$ cat src/rtl/inverter_pkg.sv
// ----------------------------------------------------------------------------
// inverter_pkg
// Shared definitions for the inverter arbiter slice: default parameter values,
// the arbiter state encoding and a small helper that maps a source index to
// its grant state.
// ----------------------------------------------------------------------------
package inverter_pkg;

    localparam int DEFAULT_DATA_WIDTH = 64;
    localparam int DEFAULT_CNT_WIDTH  = 16;
    localparam int NUM_SOURCES        = 2;

    typedef enum logic [1:0] {
        ST_IDLE   = 2'd0,
        ST_GRANT0 = 2'd1,
        ST_GRANT1 = 2'd2
    } arb_state_t;

    // Grant state that serves source 'src'.
    function automatic arb_state_t grant_state(input logic src);
        return src ? ST_GRANT1 : ST_GRANT0;
    endfunction

endpackage

$ cat src/rtl/axis_reg_slice.sv
// ----------------------------------------------------------------------------
// axis_reg_slice
// Single-entry AXI-Stream register stage carrying data, tlast and a one-bit
// source id. A beat accepted on the input side appears on the output the next
// cycle and is held stable until out_ready. A pop and a push in the same cycle
// replace the contents without a bubble.
//
// Ports
//   clk        : rising-edge clock
//   rst_n      : asynchronous active-low reset (clears valid and contents)
//   in_data/in_last/in_id/in_valid : upstream beat
//   in_ready   : register empty or being drained this cycle
//   out_data/out_last/out_id/out_valid : registered beat
//   out_ready  : downstream accept
// ----------------------------------------------------------------------------
module axis_reg_slice #(
    parameter int DATA_WIDTH = 64
) (
    input  logic                  clk,
    input  logic                  rst_n,
    input  logic [DATA_WIDTH-1:0] in_data,
    input  logic                  in_last,
    input  logic                  in_id,
    input  logic                  in_valid,
    output logic                  in_ready,
    output logic [DATA_WIDTH-1:0] out_data,
    output logic                  out_last,
    output logic                  out_id,
    output logic                  out_valid,
    input  logic                  out_ready
);

    logic [DATA_WIDTH-1:0] data_reg;
    logic                  last_reg;
    logic                  id_reg;
    logic                  valid_reg;

    assign in_ready = !valid_reg || out_ready;

    always_ff @(posedge clk or negedge rst_n) begin
        if (!rst_n) begin
            data_reg  <= '0;
            last_reg  <= 1'b0;
            id_reg    <= 1'b0;
            valid_reg <= 1'b0;
        end else if (in_valid && in_ready) begin
            data_reg  <= in_data;
            last_reg  <= in_last;
            id_reg    <= in_id;
            valid_reg <= 1'b1;
        end else if (out_ready) begin
            // Drained with nothing new: contents are left as-is, only valid drops.
            valid_reg <= 1'b0;
        end
    end

    assign out_data  = data_reg;
    assign out_last  = last_reg;
    assign out_id    = id_reg;
    assign out_valid = valid_reg;

endmodule

$ cat src/rtl/inverter_arbiter.sv
// ----------------------------------------------------------------------------
// inverter_arbiter
// Packet-granular two-way arbiter feeding a shared byte-inverter datapath.
// Whole packets from S0 or S1 are forwarded through one register stage; beats
// of different packets are never interleaved. Contention in IDLE is resolved
// by a round-robin pointer that flips to the other source whenever a packet
// completes. A per-source counter tracks forwarded packets (wrapping).
//
// Ports
//   CLK, RESET_N          : clock, asynchronous active-low reset
//   S0_AXIS_*, S1_AXIS_*  : requester streams (TDATA/TVALID/TLAST in, TREADY out)
//   M_AXIS_*              : output stream (TDATA/TVALID/TLAST/TID out, TREADY in)
//   PKT_COUNT_0/1         : packets accepted per source
//   BUSY                  : FSM not idle or output register occupied
// ----------------------------------------------------------------------------
module inverter_arbiter
    import inverter_pkg::*;
#(
    parameter int DATA_WIDTH = DEFAULT_DATA_WIDTH,
    parameter int CNT_WIDTH  = DEFAULT_CNT_WIDTH
) (
    input  logic                  CLK,
    input  logic                  RESET_N,
    input  logic [DATA_WIDTH-1:0] S0_AXIS_TDATA,
    input  logic                  S0_AXIS_TVALID,
    input  logic                  S0_AXIS_TLAST,
    output logic                  S0_AXIS_TREADY,
    input  logic [DATA_WIDTH-1:0] S1_AXIS_TDATA,
    input  logic                  S1_AXIS_TVALID,
    input  logic                  S1_AXIS_TLAST,
    output logic                  S1_AXIS_TREADY,
    output logic [DATA_WIDTH-1:0] M_AXIS_TDATA,
    output logic                  M_AXIS_TVALID,
    output logic                  M_AXIS_TLAST,
    output logic                  M_AXIS_TID,
    input  logic                  M_AXIS_TREADY,
    output logic [CNT_WIDTH-1:0]  PKT_COUNT_0,
    output logic [CNT_WIDTH-1:0]  PKT_COUNT_1,
    output logic                  BUSY
);

    // ------------------------------------------------------------------
    // Reset synchroniser: assertion is immediate, release is aligned to
    // CLK so no flop sees RESET_N rise close to an active edge.
    // ------------------------------------------------------------------
    logic [1:0] rst_sync_reg;
    logic       rst_n_int;

    always_ff @(posedge CLK or negedge RESET_N) begin
        if (!RESET_N) begin
            rst_sync_reg <= 2'b00;
        end else begin
            rst_sync_reg <= {rst_sync_reg[0], 1'b1};
        end
    end

    assign rst_n_int = rst_sync_reg[1];

    // ------------------------------------------------------------------
    // Source bundling so per-source logic can be generated.
    // ------------------------------------------------------------------
    logic [NUM_SOURCES-1:0] s_valid;
    logic [NUM_SOURCES-1:0] s_last;
    logic [NUM_SOURCES-1:0] s_ready;
    logic [NUM_SOURCES-1:0] pkt_done;
    logic [DATA_WIDTH-1:0]  s_data [NUM_SOURCES];

    assign s_valid   = {S1_AXIS_TVALID, S0_AXIS_TVALID};
    assign s_last    = {S1_AXIS_TLAST, S0_AXIS_TLAST};
    assign s_data[0] = S0_AXIS_TDATA;
    assign s_data[1] = S1_AXIS_TDATA;

    assign S0_AXIS_TREADY = s_ready[0];
    assign S1_AXIS_TREADY = s_ready[1];

    // ------------------------------------------------------------------
    // Arbiter FSM: state register / next-state / outputs.
    // ------------------------------------------------------------------
    arb_state_t state_reg, state_next;
    logic       rr_reg, rr_next;

    logic                  slice_in_ready;
    logic                  push_valid;
    logic [DATA_WIDTH-1:0] push_data;
    logic                  push_last;
    logic                  push_id;

    always_ff @(posedge CLK or negedge rst_n_int) begin
        if (!rst_n_int) begin
            state_reg <= ST_IDLE;
            rr_reg    <= 1'b0;
        end else begin
            state_reg <= state_next;
            rr_reg    <= rr_next;
        end
    end

    always_comb begin
        state_next = state_reg;
        rr_next    = rr_reg;
        case (state_reg)
            ST_IDLE: begin
                if (s_valid[0] && s_valid[1]) begin
                    state_next = grant_state(rr_reg);
                end else if (s_valid[0]) begin
                    state_next = ST_GRANT0;
                end else if (s_valid[1]) begin
                    state_next = ST_GRANT1;
                end
            end
            // A grant is only released by an accepted TLAST beat, so a
            // stalled source keeps the datapath indefinitely.
            ST_GRANT0: begin
                if (pkt_done[0]) begin
                    state_next = ST_IDLE;
                    rr_next    = 1'b1;
                end
            end
            ST_GRANT1: begin
                if (pkt_done[1]) begin
                    state_next = ST_IDLE;
                    rr_next    = 1'b0;
                end
            end
            default: state_next = ST_IDLE;
        endcase
    end

    always_comb begin
        s_ready    = '0;
        push_valid = 1'b0;
        push_data  = s_data[0];
        push_last  = s_last[0];
        push_id    = 1'b0;
        case (state_reg)
            ST_GRANT0: begin
                s_ready[0] = slice_in_ready;
                push_valid = s_valid[0];
            end
            ST_GRANT1: begin
                s_ready[1] = slice_in_ready;
                push_valid = s_valid[1];
                push_data  = s_data[1];
                push_last  = s_last[1];
                push_id    = 1'b1;
            end
            default: ;
        endcase
    end

    // ------------------------------------------------------------------
    // Per-source packet completion and wrapping packet counters.
    // ------------------------------------------------------------------
    logic [CNT_WIDTH-1:0] pkt_count [NUM_SOURCES];

    generate
        for (genvar gi = 0; gi < NUM_SOURCES; gi++) begin : g_src
            logic [CNT_WIDTH-1:0] cnt_reg;

            assign pkt_done[gi] = s_valid[gi] && s_ready[gi] && s_last[gi];

            always_ff @(posedge CLK or negedge rst_n_int) begin
                if (!rst_n_int) begin
                    cnt_reg <= '0;
                end else if (pkt_done[gi]) begin
                    cnt_reg <= cnt_reg + 1'b1;
                end
            end

            assign pkt_count[gi] = cnt_reg;
        end
    endgenerate

    assign PKT_COUNT_0 = pkt_count[0];
    assign PKT_COUNT_1 = pkt_count[1];

    // ------------------------------------------------------------------
    // Output register stage.
    // ------------------------------------------------------------------
    axis_reg_slice #(
        .DATA_WIDTH (DATA_WIDTH)
    ) u_out_slice (
        .clk       (CLK),
        .rst_n     (rst_n_int),
        .in_data   (push_data),
        .in_last   (push_last),
        .in_id     (push_id),
        .in_valid  (push_valid),
        .in_ready  (slice_in_ready),
        .out_data  (M_AXIS_TDATA),
        .out_last  (M_AXIS_TLAST),
        .out_id    (M_AXIS_TID),
        .out_valid (M_AXIS_TVALID),
        .out_ready (M_AXIS_TREADY)
    );

    assign BUSY = (state_reg != ST_IDLE) || M_AXIS_TVALID;

endmodule

$ cat config.mk
export PLATFORM = sky130hd
export DESIGN_NAME = inverter_arbiter
export DESIGN_NICKNAME = d
export VERILOG_FILES = /design/src/rtl/inverter_pkg.sv /design/src/rtl/axis_reg_slice.sv /design/src/rtl/inverter_arbiter.sv
export SDC_FILE = /design/constraint.sdc
export NUM_CORES = 1
export LEC_CHECK = 0
export ABC_AREA = 1
export CAP_MARGIN = 20
export CELL_PAD_IN_SITES_DETAIL_PLACEMENT = 1
export CELL_PAD_IN_SITES_GLOBAL_PLACEMENT = 1
export CORE_MARGIN = 4
export CORE_UTILIZATION = 29
export DETAILED_ROUTE_END_ITERATION = 16
export PLACE_DENSITY = 0.9
export SLEW_MARGIN = 20
export SYNTH_ARGS = -nofsm -noshare
export SYNTH_HDL_FRONTEND = slang
export SYNTH_SLANG_ARGS = --single-unit
export TNS_END_PERCENT = 30
$ cat constraint.sdc
create_clock -name CLK -period 4.4 [get_ports CLK]
set_input_delay 1.32 -clock CLK [delete_from_list [all_inputs] [get_ports CLK]]
set_output_delay 1.32 -clock CLK [all_outputs]
set_load 0.02 [all_outputs]
==> flow_metrics.env <==
export IMPL_outcome="finished clean"
export IMPL_fin_crit_ns=4.11
export IMPL_slew_violations=0
export IMPL_final_setup_skew_ns=0.00981
export IMPL_io_buffer_count=236
export IMPL_p_total_uw=4860
export IMPL_start_kind="input port"
export IMPL_cts_tree="done"
export IMPL_grt_pass1_vias=5406
export IMPL_end_kind="output pin"
export IMPL_grt_usage=0.175
export IMPL_grt_first_pass_wirelength_um=28100
export IMPL_synth_nets=775
export IMPL_die_h_um=142
export IMPL_cp_depth=6
export IMPL_syn_area_per_cell_um2=8.19
export IMPL_muxShareOfSynthArea=0
export IMPL_crit_chain="clkdlybuf4s50_1 > inv_1 > nand2_1 > inv_1 > nor2_1 > clkdlybuf4s50_1"
export IMPL_first_pass_iters=4
export IMPL_drive_gt1_frac=0.0347
export IMPL_viasPerCell=4.70
export IMPL_synth_simple_area_share=0.226
export IMPL_synthesis_instances=634
export IMPL_vias=5114
export IMPL_synthXorXnorAreaFrac=0.0287
export IMPL_crit_path_max_fanout=3
export IMPL_drt_iter0_markers=180
export IMPL_hold_path_class="reg2reg"
export IMPL_row_count=48
export IMPL_numClockSinks=104
export IMPL_tns_ns=0
export IMPL_cts_clk_slew_worst_paths_ns=0.07
export IMPL_io_pins=237
export IMPL_finalNetCount=1001
export IMPL_antenna_found_initial=1
export IMPL_largest_register_ffs=64
export IMPL_setup_violations=0
export IMPL_synth_compound_area_frac=0.169
export IMPL_drc=0
export IMPL_tightestPinTransition_ns=0.884
export IMPL_antenna_cells=0
export IMPL_gp_congestion=0.786
export IMPL_p_leak_uw=0.00334
export IMPL_core_um2=17400
export IMPL_grt_max_degree=67
export IMPL_hold_violations=0
export IMPL_peakVddDrop_mv=0.283
export IMPL_cts_setup_buffers=0
export IMPL_crit_buf_inv=4
export IMPL_cts_buffers=9
export IMPL_synth_top_family_by_area="simple AND/OR/NAND/NOR gates"
export IMPL_crit_family="buffers and inverters"
export IMPL_rrSetupSlack_ns=1.95
export IMPL_root_buffer="clkbuf_16"
export IMPL_slew_headroom=0.411
export IMPL_htreeDepth=3
export IMPL_yosysWarnings=0
export IMPL_p_per_area_nw_per_um2=604
export IMPL_grt_setup_unrepaired="false"
export IMPL_area_growth_pct=55.0
export IMPL_clk_latency_ns=0.35
export IMPL_dp_hpwl_um=13200
export IMPL_wirelength_um=17500
export IMPL_crit_required_ns=3.08
export IMPL_ys_seq_area_frac=0.501
export IMPL_cts_max_path_buffers=2
export IMPL_maxCapViolations=0
export IMPL_max_freq_mhz=243
export IMPL_design_die_area_um2=20100
export IMPL_post_cts_resized=0
export IMPL_synth_seq_cells=104
export IMPL_reg2regPathDepth=9
export IMPL_netlist_area_um2=5190
export IMPL_period_share=0.935
export IMPL_ctsHoldBuffers=0
export IMPL_synth_cell_type_count=20
export IMPL_min_path_cells=0
export IMPL_instances_no_fill=1089
export IMPL_final_antenna_net_count=0
export IMPL_initial_core_util=0.298
export IMPL_slowest_delay_ns=0.64
export IMPL_place_inst=1074
export IMPL_crit_slowest_cell="clkdlybuf4s50_1"
export IMPL_wl_per_cell_um=16.0
export IMPL_synth_fa_ha_area_frac=0.0145
export IMPL_worstSetupPathType="in2out"
export IMPL_worstPathArrival_ns=2.79
export IMPL_chipWidth_um=142
export IMPL_grt_ovfl_total=0
Yosys cell counts, drive strengths merged:
cell type,count,area [um^2]
nor2,163,619
nand3,15,85.1
clkbuf,5,18.8
dfrtp,104,2600
o21a,64,480
o21ai,77,385
buf,24,153
xor2,8,70.1
xnor2,9,78.8
nor3,2,10.0
ha,6,75.1
inv,38,143
a21oi,2,10.0
nand2,107,402
conb,1,3.75
nand4,9,56.3
cells in the final DEF (no fill, tap or decap), drive strengths merged:
| master | Yosys | layout |
|---|---|---|
| ha | 6 | 6 |
| nand4 | 9 | 9 |
| dfrtp | 104 | 104 |
| nand3 | 15 | 15 |
| o21ai | 77 | 77 |
| xnor2 | 9 | 9 |
| a21oi | 2 | 2 |
| bufinv | 0 | 1 |
| clkdlybuf4s50 | 0 | 236 |
| clkinv | 0 | 3 |
| clkbuf | 5 | 11 |
| buf | 24 | 8 |
| conb | 1 | 1 |
| nand2 | 107 | 107 |
| inv | 38 | 38 |
| nor3 | 2 | 2 |
| xor2 | 8 | 8 |
| nor2 | 163 | 163 |
| o21a | 64 | 64 |
report_power, final:
| group | total (uW) | switching, uW | internal [uW] |
|---|---|---|---|
| logic | 2460 | 1300 | 1160 |
| registers | 1590 | 257 | 1330 |
| clock network | 812 | 360 | 452 |
| total | 4860 | 1920 | 2940 |
final timing paths:
path | from | endpoint
hold / removal | rst_sync_reg[0] | rst_sync_reg[1]
setup / recovery | M_AXIS_TREADY | S0_AXIS_TREADY
min in group asynchronous | rst_sync_reg[1] | PKT_COUNT_1[3]
max in group asynchronous | rst_sync_reg[1] | PKT_COUNT_0[4]
hold reg to reg | rst_sync_reg[0] | rst_sync_reg[1]
setup reg to reg | state_reg[0] | PKT_COUNT_1[9]
per-stage QoR:
step,worst slack [ns],util,hold slack (ns),instance area [um^2]
2_1_floorplan,1.24,-,0.331,5190
3_3_place_gp,0.257,0.446,0.336,7760
3_5_place_dp,0.245,0.446,0.343,7760
4_1_cts,0.249,0.462,0.357,8050
5_1_grt,0.198,0.462,0.358,8050
6_report,0.285,0.462,0.353,8050
cells by family after synthesis:
group	Yosys count
simple gates	296
compound gates	143
flops	104
buf+inv	67
xor+xnor	17
fa+ha+maj	6
other cells	1
routing by layer:
metal	track usage	up-vias	part of all wire
li1	-	2485	-
met1	0.211	2431	0.42
met2	0.297	162	0.48
met3	0.0512	34	0.069
met4	0.0621	2	0.025
met5	0	-	0.00074
cell type report:
type / instances / area, um^2
tap: 225 / 282
clock buffer: 11 / 243
timing repair buffer: 244 / 2450
inverter: 38 / 143
multi-input combinational: 463 / 2280
fill: 2096 / 9370
clock inverter: 4 / 45.0
sequential: 104 / 2610
Note: power is estimated with default switching activity, not from simulation.
